### src/rtl/sram_sched_pkg.sv
// Shared types, command field bounds and the round-robin picker for the SRAM scheduler.
package sram_sched_pkg;

    typedef enum logic [1:0] {
        REQ_W0 = 2'd0,
        REQ_W1 = 2'd1,
        REQ_R0 = 2'd2,
        REQ_R1 = 2'd3
    } req_e;

    typedef enum logic {
        ST_IDLE  = 1'b0,
        ST_ISSUE = 1'b1
    } sched_state_e;

    localparam int MASK_HI = 53;
    localparam int MASK_LO = 50;
    localparam int ADDR_HI = 49;
    localparam int ADDR_LO = 32;
    localparam int DATA_HI = 31;
    localparam int DATA_LO = 0;

    localparam int CMD_W   = 54;
    localparam int ADDR_W  = 18;
    localparam int DATA_W  = 32;
    localparam int MASK_W  = 4;
    localparam int TAG_W   = 1;
    localparam int STAT_W  = 16;

    // Scan W0,W1,R0,R1 cyclically, starting just after the previous winner.
    function automatic req_e rr_pick(input logic [3:0] elig, input req_e last);
        req_e       pick;
        logic [1:0] idx;
        logic       found;
        pick  = last;
        found = 1'b0;
        for (int i = 1; i <= 4; i++) begin
            idx = 2'(int'(last) + i);
            if (!found && elig[idx]) begin
                pick  = req_e'(idx);
                found = 1'b1;
            end
        end
        return pick;
    endfunction

endpackage

### src/rtl/sram_tag_fifo.sv
// Synchronous FIFO of read-requester tags; tracks which reader owns each in-flight SRAM read.
module sram_tag_fifo
    import sram_sched_pkg::*;
#(
    parameter int DEPTH = 4
) (
    input  logic                      clk,
    input  logic                      reset,
    input  logic                      push,
    input  logic [TAG_W-1:0]          din,
    input  logic                      pop,
    output logic [TAG_W-1:0]          dout,
    output logic [$clog2(DEPTH):0]    count,
    output logic                      full,
    output logic                      empty
);

    localparam int AW = $clog2(DEPTH);

    logic [TAG_W-1:0] mem [DEPTH];
    logic [AW-1:0]    wr_ptr;
    logic [AW-1:0]    rd_ptr;
    logic             do_push;
    logic             do_pop;

    assign empty   = (count == '0);
    assign full    = (count == (AW+1)'(DEPTH));
    assign do_pop  = pop && !empty;
    // A pop in the same cycle frees a slot, so a full FIFO still takes the push.
    assign do_push = push && (!full || do_pop);
    assign dout    = mem[rd_ptr];

    always_ff @(posedge clk) begin
        if (do_push) begin
            mem[wr_ptr] <= din;
        end
    end

    always_ff @(posedge clk) begin
        if (reset) begin
            wr_ptr <= '0;
            rd_ptr <= '0;
            count  <= '0;
        end else begin
            if (do_push) begin
                wr_ptr <= wr_ptr + 1'b1;
            end
            if (do_pop) begin
                rd_ptr <= rd_ptr + 1'b1;
            end
            case ({do_push, do_pop})
                2'b10:   count <= count + 1'b1;
                2'b01:   count <= count - 1'b1;
                default: count <= count;
            endcase
        end
    end

endmodule

### src/rtl/sram_rr_scheduler.sv
// Round-robin SRAM command scheduler for two write and two read requesters.
// Optional per-requester grant counters are built when SRAM_SCHED_STATS_EN is defined.
module sram_rr_scheduler
    import sram_sched_pkg::*;
#(
    parameter int MAX_OUTSTANDING = 4
) (
    input  logic                sram_clock,
    input  logic                reset,
    input  logic                w0_valid,
    input  logic [CMD_W-1:0]    w0_din,
    output logic                w0_rd_en,
    input  logic                w1_valid,
    input  logic [CMD_W-1:0]    w1_din,
    output logic                w1_rd_en,
    input  logic                r0_valid,
    input  logic [ADDR_W-1:0]   r0_addr,
    output logic                r0_rd_en,
    input  logic                r1_valid,
    input  logic [ADDR_W-1:0]   r1_addr,
    output logic                r1_rd_en,
    input  logic                r0_space_ok,
    input  logic                r1_space_ok,
    input  logic                sram_ready,
    output logic                sram_addr_valid,
    output logic [ADDR_W-1:0]   sram_addr,
    output logic [DATA_W-1:0]   sram_data_in,
    output logic [MASK_W-1:0]   sram_write_mask,
    input  logic                sram_data_out_valid,
    output logic                r0_data_wr_en,
    output logic                r1_data_wr_en,
    output logic                fsm_state,
    output logic                err_unexpected_return
`ifdef SRAM_SCHED_STATS_EN
    ,
    output logic [STAT_W-1:0]   grant_cnt_w0,
    output logic [STAT_W-1:0]   grant_cnt_w1,
    output logic [STAT_W-1:0]   grant_cnt_r0,
    output logic [STAT_W-1:0]   grant_cnt_r1
`endif
);

    localparam int AW = $clog2(MAX_OUTSTANDING);

    // Handshake: a command is accepted in an ISSUE cycle where sram_ready=1; the
    // matching rd_en pulses in that same cycle and nothing is popped otherwise.
    sched_state_e state, state_nxt;
    req_e         grant, grant_nxt;
    req_e         last_grant, last_grant_nxt;
    logic [3:0]   elig;
    logic         read_ok;
    logic         accept;
    logic         is_read;
    logic         tag_push;
    logic         tag_pop;
    logic         tag_dout;
    logic         tag_full;
    logic         tag_empty;
    logic [AW:0]  outstanding;
    logic         err_flag;

    assign read_ok = (outstanding < (AW+1)'(MAX_OUTSTANDING));
    assign elig    = {r1_valid && r1_space_ok && read_ok,
                      r0_valid && r0_space_ok && read_ok,
                      w1_valid,
                      w0_valid};
    assign accept  = (state == ST_ISSUE) && sram_ready && !reset;
    assign is_read = (grant == REQ_R0) || (grant == REQ_R1);

    always_comb begin
        state_nxt      = state;
        grant_nxt      = grant;
        last_grant_nxt = last_grant;
        case (state)
            ST_IDLE: begin
                if (|elig) begin
                    grant_nxt = rr_pick(elig, last_grant);
                    state_nxt = ST_ISSUE;
                end
            end
            ST_ISSUE: begin
                if (sram_ready) begin
                    last_grant_nxt = grant;
                    state_nxt      = ST_IDLE;
                end
            end
            default: state_nxt = ST_IDLE;
        endcase
    end

    always_ff @(posedge sram_clock) begin
        if (reset) begin
            state      <= ST_IDLE;
            grant      <= REQ_W0;
            last_grant <= REQ_R1;
        end else begin
            state      <= state_nxt;
            grant      <= grant_nxt;
            last_grant <= last_grant_nxt;
        end
    end

    // Command fields come straight from the granted FIFO head; reset forces everything low.
    always_comb begin
        sram_addr_valid = 1'b0;
        sram_addr       = '0;
        sram_data_in    = '0;
        sram_write_mask = '0;
        w0_rd_en        = 1'b0;
        w1_rd_en        = 1'b0;
        r0_rd_en        = 1'b0;
        r1_rd_en        = 1'b0;
        if ((state == ST_ISSUE) && !reset) begin
            sram_addr_valid = 1'b1;
            case (grant)
                REQ_W0: begin
                    sram_addr       = w0_din[ADDR_HI:ADDR_LO];
                    sram_data_in    = w0_din[DATA_HI:DATA_LO];
                    sram_write_mask = w0_din[MASK_HI:MASK_LO];
                    w0_rd_en        = sram_ready;
                end
                REQ_W1: begin
                    sram_addr       = w1_din[ADDR_HI:ADDR_LO];
                    sram_data_in    = w1_din[DATA_HI:DATA_LO];
                    sram_write_mask = w1_din[MASK_HI:MASK_LO];
                    w1_rd_en        = sram_ready;
                end
                REQ_R0: begin
                    sram_addr = r0_addr;
                    r0_rd_en  = sram_ready;
                end
                REQ_R1: begin
                    sram_addr = r1_addr;
                    r1_rd_en  = sram_ready;
                end
                default: begin
                    sram_addr_valid = 1'b0;
                end
            endcase
        end
    end

    assign tag_push = accept && is_read && !tag_full;
    assign tag_pop  = sram_data_out_valid && !reset;

    sram_tag_fifo #(
        .DEPTH (MAX_OUTSTANDING)
    ) u_tag_fifo (
        .clk   (sram_clock),
        .reset (reset),
        .push  (tag_push),
        .din   (grant == REQ_R1),
        .pop   (tag_pop),
        .dout  (tag_dout),
        .count (outstanding),
        .full  (tag_full),
        .empty (tag_empty)
    );

    assign r0_data_wr_en = tag_pop && !tag_empty && !tag_dout;
    assign r1_data_wr_en = tag_pop && !tag_empty &&  tag_dout;

    // Returned data with no matching tag is dropped; the flag stays up until reset.
    always_ff @(posedge sram_clock) begin
        if (reset) begin
            err_flag <= 1'b0;
        end else if (sram_data_out_valid && tag_empty) begin
            err_flag <= 1'b1;
        end
    end

    assign err_unexpected_return = err_flag && !reset;
    assign fsm_state             = reset ? 1'b0 : state;

`ifdef SRAM_SCHED_STATS_EN
    logic [3:0][STAT_W-1:0] grant_cnt;

    always_ff @(posedge sram_clock) begin
        if (reset) begin
            grant_cnt <= '0;
        end else if (accept && (grant_cnt[grant] != '1)) begin
            grant_cnt[grant] <= grant_cnt[grant] + 1'b1;
        end
    end

    assign grant_cnt_w0 = reset ? '0 : grant_cnt[REQ_W0];
    assign grant_cnt_w1 = reset ? '0 : grant_cnt[REQ_W1];
    assign grant_cnt_r0 = reset ? '0 : grant_cnt[REQ_R0];
    assign grant_cnt_r1 = reset ? '0 : grant_cnt[REQ_R1];
`endif

endmodule

### config.mk
export PLATFORM = sky130hd
export DESIGN_NAME = sram_rr_scheduler
export DESIGN_NICKNAME = d
export VERILOG_FILES = /design/src/rtl/sram_sched_pkg.sv /design/src/rtl/sram_tag_fifo.sv /design/src/rtl/sram_rr_scheduler.sv
export SDC_FILE = /design/constraint.sdc
export NUM_CORES = 1
export LEC_CHECK = 0
export CAP_MARGIN = 20
export CORE_UTILIZATION = 30
export CTS_CLUSTER_DIAMETER = 30
export DETAILED_ROUTE_END_ITERATION = 10
export PLACE_DENSITY_LB_ADDON = 0.1
export SETUP_SLACK_MARGIN = 0.2
export SYNTH_ARGS = -nofsm -noshare
export SYNTH_HDL_FRONTEND = slang
export SYNTH_HIERARCHICAL = 1
export SYNTH_SLANG_ARGS = --single-unit
### constraint.sdc
create_clock -name sram_clock -period 3.45 [get_ports sram_clock]
set_input_delay 0.69 -clock sram_clock [delete_from_list [all_inputs] [get_ports sram_clock]]
set_output_delay 0.69 -clock sram_clock [all_outputs]
set_load 0.01 [all_outputs]
==> impl_metrics.env <==
export IMPL_crit_path_start="reset"
export IMPL_drive_gt1_frac=0.0958
export IMPL_gr_total_overflow=0
export IMPL_postSynth_asyncResetShare=0
export IMPL_initial_core_util=0.314
export IMPL_cts_tree="done"
export IMPL_portBuffers=216
export IMPL_htree_levels=1
export IMPL_peakVddDrop_mv=0.130
export IMPL_path_max_fanout=20
export IMPL_hold_start="u_tag_fifo/rd_ptr[1]"
export IMPL_reg2reg_to="u_tag_fifo/count[2]"
export IMPL_min_period_ns=3.15
export IMPL_ctsResizeCount=0
export IMPL_setup_violations=0
export IMPL_coreArea_mm2=0.00691
export IMPL_synth_cells=235
export IMPL_hold_depth=2
export IMPL_setup_tns_ns=0
export IMPL_cp_data_arrival_time_ns=2.46
export IMPL_reg2reg_from="u_tag_fifo/count[2]"
export IMPL_antenna_found_initial=0
export IMPL_max_freq_ghz=0.317
export IMPL_place_ws_ns=0.208
export IMPL_final_nets=610
export IMPL_maxCapViolCount=0
export IMPL_yosysWarnings=6
export IMPL_clk_path_buf_depth=2
export IMPL_required_ns=2.76
export IMPL_r2r_cells=10
export IMPL_synth_edf_count=4
export IMPL_hold_class="register to register"
export IMPL_wl_per_cell_um=17.0
export IMPL_finClkSkew_ns=0.00733
export IMPL_cts_made_buffers=3
export IMPL_netlist_area_mm2=0.00217
export IMPL_rsz0062_at_grt="false"
export IMPL_synth_top_area_share=0.187
export IMPL_num_rows=30
export IMPL_slew_headroom=0.657
export IMPL_post_synth_top_count_cell="nor2_1"
export IMPL_post_cts_setup_buffers=0
export IMPL_grt_max_degree=32
export IMPL_drcViolationCount=0
export IMPL_netlist_top_cells_area="mux4_2 (19%), mux2i_1 (17%), dfxtp_1 (14%)"
export IMPL_power_density_mw_per_mm2=195
export IMPL_finalPower_mw=0.876
export IMPL_synth_seq_area_share=0.194
export IMPL_die_h_um=87.0
export IMPL_syn_area_per_cell_um2=9.23
export IMPL_firstDrtPassIters=4
export IMPL_setup_ws_ns=0.300
export IMPL_synth_nets=395
export IMPL_io_pins=217
export IMPL_clock_sinks=19
export IMPL_diodes=0
export IMPL_vias_per_cell=4.73
export IMPL_insertion_delay_ns=0.25
export IMPL_grt_pass1_wl_mm=13.7
export IMPL_r2r_slack_ns=0.99
export IMPL_worstSetupPathType="primary input to output port"
export IMPL_start_kind="primary input"
export IMPL_track_usage=0.238
export IMPL_synth_cell_types=42
export IMPL_finalWirelength_mm=9.25
export IMPL_area_growth_pct=107
export IMPL_die_area_mm2=0.00758
export IMPL_dieWidth_um=87.0
export IMPL_dp_hpwl_mm=7.88
export IMPL_synth_ff_type="dfxtp_1"
export IMPL_num_vias=2579
export IMPL_endpoint_kind="output port"
export IMPL_synth_commonest_cells="nor2_1 (47), mux2i_1 (37), and2_1 (19)"
export IMPL_holdPathEnd="u_tag_fifo/rd_ptr[1]"
export IMPL_synth_top_area_cell="mux4_2"
export IMPL_drt_initial_drc_count=77
export IMPL_synth_ff_latch_count=19
export IMPL_drv_slew=0
export IMPL_status="completed"
export IMPL_leakage_nw=1.65
export IMPL_cts_hold_fix_buffers=0
export IMPL_nFillCells=623
export IMPL_hold_viol_final=0
export IMPL_grt_pass1_vias=2690
export IMPL_gp_congestion=0.848
export IMPL_tightest_slew_ns=0.511
export IMPL_root_buffer="clkbuf_8"
export IMPL_clkTransAtPathRegs_ns=0.07
export IMPL_fin_crit_sh=0.913
export IMPL_drtAntennaViolNets=0
-- cell type report --
| class | instances | area, um2 | area share |
|---|---|---|---|
| clock buffers | 3 | 41.3 | 0.00921 |
| clock inverters | 1 | 5.00 | 0.00112 |
| inverters | 11 | 41.3 | 0.00921 |
| multi-input cells | 188 | 1600 | 0.356 |
| flip-flops and latches | 19 | 424 | 0.0946 |
| well taps | 96 | 120 | 0.0268 |
| repair buffers | 227 | 2260 | 0.503 |
-- stage by stage --
stage,hold WS [ns],cell area [um2],cells,util
6_report,0.508,4480,545,0.649
4_1_cts,0.505,4480,545,0.649
3_5_place_dp,0.494,4440,541,0.642
3_3_place_gp,0.475,4440,541,0.642
5_1_grt,0.572,4480,545,0.649
2_1_floorplan,0.459,2170,235,-
-- cell usage in the layout (no fill, tap or decap), drive strengths merged, types with 4 or more instances in the layout --
cell             n
mux4            19
o21ai            4
nand2            4
nor2            47
nor3b            4
dfxtp           15
ha               5
a21oi            4
and2            23
mux2i           37
inv             11
buf             11
nand2b           7
edfxtp           4
clkdlybuf4s50  216
-- worst max-delay path: stages --
cell and delay, ns:
clkdlybuf4s50_1 0.46, nor2b_1 0.22, buf_4 0.15, buf_4 0.20
and2_1 0.15, clkdlybuf4s50_1 0.59
-- routing by layer --
layer  global-route usage  vias to the layer above  part of all wire
met2                0.472                      122              0.55
met4               0.0303                        0            0.0077
li1                     -                     1264                 -
met1                0.258                     1185              0.36
met5                    0                        -                 0
met3               0.0597                        8             0.077
-- worst max-delay path by stage --
stage,end,slack [ns]
final,sram_addr[16],0.30
after CTS,sram_data_in[16],0.25
after detailed placement,u_tag_fifo/count[2],0.21
after global routing,r1_rd_en,0.20
after floorplan,u_tag_fifo/count[2],0.75
after global placement,u_tag_fifo/count[2],0.22
-- report_power, final --
group | switching, mW | internal [mW]
clock | 0.0705 | 0.0801
sequential | 0.0196 | 0.233
combinational | 0.150 | 0.323
total | 0.240 | 0.636
-- cell families after synthesis --
| family | share of synthesized area |
|---|---|
| adder cells (fa/ha/maj) | 0.0381 |
| XOR/XNOR | 0.0121 |
| multiplexers | 0.377 |
| buffers and inverters | 0.0721 |
| AO/OA/AOI/OAI | 0.0663 |
| flip-flops | 0.194 |
| AND/OR/NAND/NOR | 0.241 |
Power figures use the tool's default switching activity.
